<file path="config.mk">
export PLATFORM = sky130hd
export DESIGN_NAME = x_uart_arb
export DESIGN_NICKNAME = d
export VERILOG_FILES = /design/src/rtl/x_uart_arb.sv
export SDC_FILE = /design/constraint.sdc
export NUM_CORES = 1
export LEC_CHECK = 0
export BUFFER_PORTS_ARGS = -buffer_cell sky130_fd_sc_hd__buf_4
export CAP_MARGIN = 20
export CORE_ASPECT_RATIO = 0.7
export CORE_MARGIN = 4
export CORE_UTILIZATION = 54
export CTS_BUF_LIST = sky130_fd_sc_hd__clkbuf_8
export CTS_CLUSTER_DIAMETER = 40
export DETAILED_ROUTE_END_ITERATION = 8
export PLACE_DENSITY = 0.83
export REMOVE_ABC_BUFFERS = 1
export SETUP_SLACK_MARGIN = 0.02
export SLEW_MARGIN = 20
export SYNTH_ARGS = -nofsm -noshare
export SYNTH_HDL_FRONTEND = slang
export SYNTH_SLANG_ARGS = --single-unit
</file>
<file path="constraint.sdc">
create_clock -name i_clk -period 2.4 [get_ports i_clk]
set_input_delay 0.48 -clock i_clk [delete_from_list [all_inputs] [get_ports i_clk]]
set_output_delay 0.48 -clock i_clk [all_outputs]
set_load 0.01 [all_outputs]
</file>
<file path="src/rtl/x_uart_arb.sv">
// Round-robin arbiter that serializes one p_length-bit word at a time into a byte stream, LSB first.
// Optional per-word header byte (8'hA0 | requester index) when X_UART_ARB_HEADER_EN is defined.
module x_uart_arb #(
  parameter int p_length = 32,
  parameter int p_req    = 2
) (
  input  logic                       i_clk,
  input  logic                       i_nrst,
  input  logic [p_req-1:0]           i_req_valid,
  input  logic [p_req*p_length-1:0]  i_req_data,
  output logic [p_req-1:0]           o_req_ready,
  output logic                       o_byte_valid,
  output logic [7:0]                 o_byte_data,
  input  logic                       i_byte_ready,
  output logic                       o_busy
);

  localparam int p_bytes = p_length / 8;
  localparam int CW      = (p_bytes > 1) ? $clog2(p_bytes) : 1;
  localparam int PW      = (p_req > 1) ? $clog2(p_req) : 1;
  localparam logic [CW-1:0] LAST_CNT = CW'(p_bytes - 1);

  localparam logic [1:0] S_IDLE = 2'd0;
`ifdef X_UART_ARB_HEADER_EN
  localparam logic [1:0] S_HDR  = 2'd1;
`endif
  localparam logic [1:0] S_SEND = 2'd2;

  logic [1:0]          r_state;
  logic [PW-1:0]       r_rr_ptr;
  logic [p_length-1:0] r_word;
  logic [CW-1:0]       r_cnt;
`ifdef X_UART_ARB_HEADER_EN
  logic [PW-1:0]       r_idx;
`endif

  logic                w_any;
  logic [PW-1:0]       w_grant;
  logic [p_req-1:0]    w_oh;
  logic [PW-1:0]       w_ptr_nxt;
  logic [p_length-1:0] w_sel_data;

  // Round-robin search upward from r_rr_ptr; the first hit wins.
  always_comb begin
    w_any   = 1'b0;
    w_grant = '0;
    w_oh    = '0;
    for (int i = 0; i < p_req; i++) begin
      int   j;
      logic hit;
      j = (int'(r_rr_ptr) + i >= p_req) ? int'(r_rr_ptr) + i - p_req : int'(r_rr_ptr) + i;
      hit      = !w_any && i_req_valid[j];
      w_grant  = hit ? PW'(j) : w_grant;
      w_oh[j]  = w_oh[j] | hit;
      w_any    = w_any | hit;
    end
  end

  assign w_ptr_nxt  = (int'(w_grant) + 1 >= p_req) ? '0 : PW'(int'(w_grant) + 1);
  assign w_sel_data = i_req_data[int'(w_grant)*p_length +: p_length];

  // Grant is only offered in IDLE and never while reset is applied.
  assign o_req_ready = ((r_state == S_IDLE) && i_nrst) ? w_oh : '0;
  assign o_busy      = (r_state != S_IDLE);

  // Arbitration state, word capture and byte counter.
  always_ff @(posedge i_clk or negedge i_nrst) begin
    if (!i_nrst) begin
      r_state  <= S_IDLE;
      r_rr_ptr <= '0;
      r_word   <= '0;
      r_cnt    <= '0;
`ifdef X_UART_ARB_HEADER_EN
      r_idx    <= '0;
`endif
    end else begin
      case (r_state)
        S_IDLE: begin
          if (w_any) begin
            r_word   <= w_sel_data;
            r_rr_ptr <= w_ptr_nxt;
            r_cnt    <= '0;
`ifdef X_UART_ARB_HEADER_EN
            r_idx    <= w_grant;
            r_state  <= S_HDR;
`else
            r_state  <= S_SEND;
`endif
          end else begin
            r_state  <= S_IDLE;
          end
        end
`ifdef X_UART_ARB_HEADER_EN
        S_HDR: begin
          if (i_byte_ready) begin
            r_state <= S_SEND;
          end else begin
            r_state <= S_HDR;
          end
        end
`endif
        S_SEND: begin
          if (i_byte_ready) begin
            if (r_cnt == LAST_CNT) begin
              r_state <= S_IDLE;
            end else begin
              r_cnt   <= r_cnt + CW'(1);
            end
          end else begin
            r_state <= S_SEND;
          end
        end
        default: r_state <= S_IDLE;
      endcase
    end
  end

  // Byte output decode; depends only on registers so it holds under backpressure.
  always_comb begin
    o_byte_valid = 1'b0;
    o_byte_data  = 8'h00;
    case (r_state)
`ifdef X_UART_ARB_HEADER_EN
      S_HDR: begin
        o_byte_valid = 1'b1;
        o_byte_data  = 8'hA0 | {4'h0, 4'(r_idx)};
      end
`endif
      S_SEND: begin
        o_byte_valid = 1'b1;
        o_byte_data  = r_word[{r_cnt, 3'b000} +: 8];
      end
      default: begin
        o_byte_valid = 1'b0;
        o_byte_data  = 8'h00;
      end
    endcase
  end

endmodule

</file>
==> impl_metrics.json <==
{
  "worstMarginPinSlew_ns": 0.8271,
  "drv_cap": 0,
  "antenna_found_initial": 0,
  "cp.buffers_inverters": 1,
  "die_w_um": 82.35,
  "rsz0062_at_grt": "false",
  "cts_setup_buffers": 0,
  "r2r_setup_slack_ns": 0.62,
  "critical_path.startpoint_type": "flop",
  "cts_root_buffer": "clkbuf_8",
  "grt_max_degree": 37,
  "ios": 81,
  "ys_types": 24,
  "wl_per_cell_um": 16.97,
  "cts.hold.buffers_added": 0,
  "cp_cell_sequence": "mux4_2 -> and2_1 -> buf_4",
  "cp_max_fo": 11,
  "fin_skew_ns": 0.005482,
  "crit_path_end_kind": "output port",
  "ir_drop_mv": 0.5909,
  "ys_seq_area_frac": 0.4311,
  "setup.worst_path.start": "r_cnt[0]",
  "clock.fmax_mhz": 449.5,
  "cts.repair.resized": 1,
  "initial_utilization": 0.5763,
  "critPathKind": "reg -> out",
  "syn_inst": 224,
  "drtPass1Iterations": 4,
  "hold_viol_final": 0,
  "cpMaxStageDelayCell": "dfrtp_2",
  "p_leak_nw": 1.173,
  "fp.dieH_um": 60.05,
  "avgSynthCellArea_um2": 9.328,
  "rows": 18,
  "clockBufferDepth": 2,
  "final_nets": 361,
  "drtAntennaViolNets": 0,
  "r2r-end": "r_word[27]",
  "area_growth_pct": 29.70,
  "cp_top_family": "flip-flops",
  "fin_area_um2": 2710,
  "drc": 0,
  "dpl-instance-area_um2": 2613,
  "core_area_um2": 3626,
  "reg2reg_depth": 3,
  "overflow": 0,
  "setup_tns_ns": 0,
  "tritoncts": "yes",
  "fin_hold_ws_ns": 0.01135,
  "place_congestion": 0.7724,
  "period_minus_slack_ns": 2.225,
  "critical_path_depth": 3,
  "crit_arrival_ns": 1.74,
  "drv_slew": 0,
  "drive_gt1_frac": 0.3643,
  "setup_viol": 0,
  "hold_path_class": "in -> async",
  "dieArea_um2": 4945,
  "io_buffers": 80,
  "cts.sinks": 36,
  "reg2reg_from": "r_state[1]",
  "drt_iter0_drc": 139,
  "slowest_delay_ns": 0.59,
  "diodes": 0,
  "numCtsBuffers": 5,
  "insertion_delay_ns": 0.28,
  "synth_area_um2": 2090,
  "crit_required_ns": 1.92,
  "vias_per_cell": 5.965,
  "grtUsageTotal": 0.2512,
  "vias": 2034,
  "synth_warnings": 0,
  "dp_hpwl_mm": 3.750,
  "powerDensity_nw_per_um2": 1122,
  "clk_pin_slew_ns": 0.07,
  "period_share": 0.9269,
  "grt_pass1_wl_mm": 9.280,
  "htreeDepth": 2,
  "relSlewSlack": 0.4472,
  "synth_seq_cells": 36,
  "wl_mm": 5.788,
  "grt_pass1_vias": 2035,
  "status": "complete, no violations"
}
[routing by layer]
layer  part of all wire  up-vias  global-route usage
met5                  0        -                   0
met4             0.0092        0             0.07583
met1               0.42      968              0.3193
li1                   -      950                   -
met2               0.47      110              0.4201
met3               0.11        6             0.06928
[cell families after synthesis]
group / share of synthesized area
muxes: 0.08623
and+or+nand+nor: 0.1096
buffers and inverters: 0.08862
AOI/OAI and AO/OA: 0.2784
DFF: 0.4311
adders and majority gates: 0.005987
[synthesized netlist by cell type (all sizes together)]
library cell / count / area (um^2)
mux4: 8 / 180.2
nor4b: 1 / 15.01
dfrtp: 36 / 900.9
clkbuf: 7 / 27.52
nand3: 2 / 10.01
a21oi: 33 / 165.2
nand3b: 2 / 15.01
o21ba: 1 / 10.01
buf: 18 / 150.2
a21o: 1 / 7.510
o21bai: 1 / 18.77
nor2: 32 / 120.1
inv: 2 / 7.500
a31oi: 32 / 200.2
and2b: 1 / 8.760
nand2b: 1 / 6.260
o21ai: 36 / 180.2
ha: 1 / 12.51
nand2: 1 / 3.750
and2: 8 / 50.05
[placed cells by master (no fill, tap or decap), drive strengths merged]
| cell type | instances |
|---|---|
| a31oi | 32 |
| and2b | 1 |
| clkbuf | 7 |
| ha | 1 |
| o21ai | 36 |
| buf | 85 |
| dfrtp | 36 |
| o21ba | 1 |
| and2 | 8 |
| nor2 | 32 |
| nor4b | 1 |
| nand2 | 1 |
| nand3 | 2 |
| o21bai | 1 |
| mux4 | 8 |
| inv | 2 |
| a21oi | 33 |
| nand3b | 2 |
| a21o | 1 |
| nand2b | 1 |
[through the flow]
| stage | total power [mW] | util | cells | setup WS (ns) |
|---|---|---|---|---|
| 2_1_floorplan | 1.988 | - | 199 | 0.5734 |
| 3_3_place_gp | 2.539 | 0.7205 | 334 | 0.2805 |
| 3_5_place_dp | 2.584 | 0.7205 | 334 | 0.2775 |
| 4_1_cts | 3.055 | 0.7474 | 341 | 0.1598 |
| 5_1_grt | 3.286 | 0.7474 | 341 | 0.07269 |
| 6_report | 3.042 | 0.7474 | 341 | 0.1755 |
[cell type report]
type	count	area, um^2
tap	50	62.56
multi-input combinational	161	1003
clock buffer	7	96.34
sequential	36	902.1
fill	275	915.9
timing repair buffer	85	638.1
inverter	2	7.507
[power by group]
group	internal, mW	total [mW]	switching [mW]	leakage, nW
logic	0.765	1.42	0.657	0.722
registers	0.907	1.16	0.253	0.401
clock network	0.256	0.459	0.203	0.0503
total	1.93	3.04	1.11	1.17
[flip-flops by register name, summed over array words and instances (netlist names)]
signal    count
r_word       32
r_cnt         2
r_rr_ptr      1
r_state       1
[worst max path at each step]
| stage | to | slack (ns) |
|---|---|---|
| 3_5_place_dp | o_byte_data[2] | 0.28 |
| 2_1_floorplan | o_byte_data[0] | 0.57 |
| 5_1_grt | o_byte_data[2] | 0.07 |
| 3_3_place_gp | o_byte_data[7] | 0.28 |
| 4_1_cts | o_byte_data[2] | 0.16 |
| 6_report | o_byte_data[2] | 0.18 |
No activity file was read; power rests on OpenSTA's default activity.
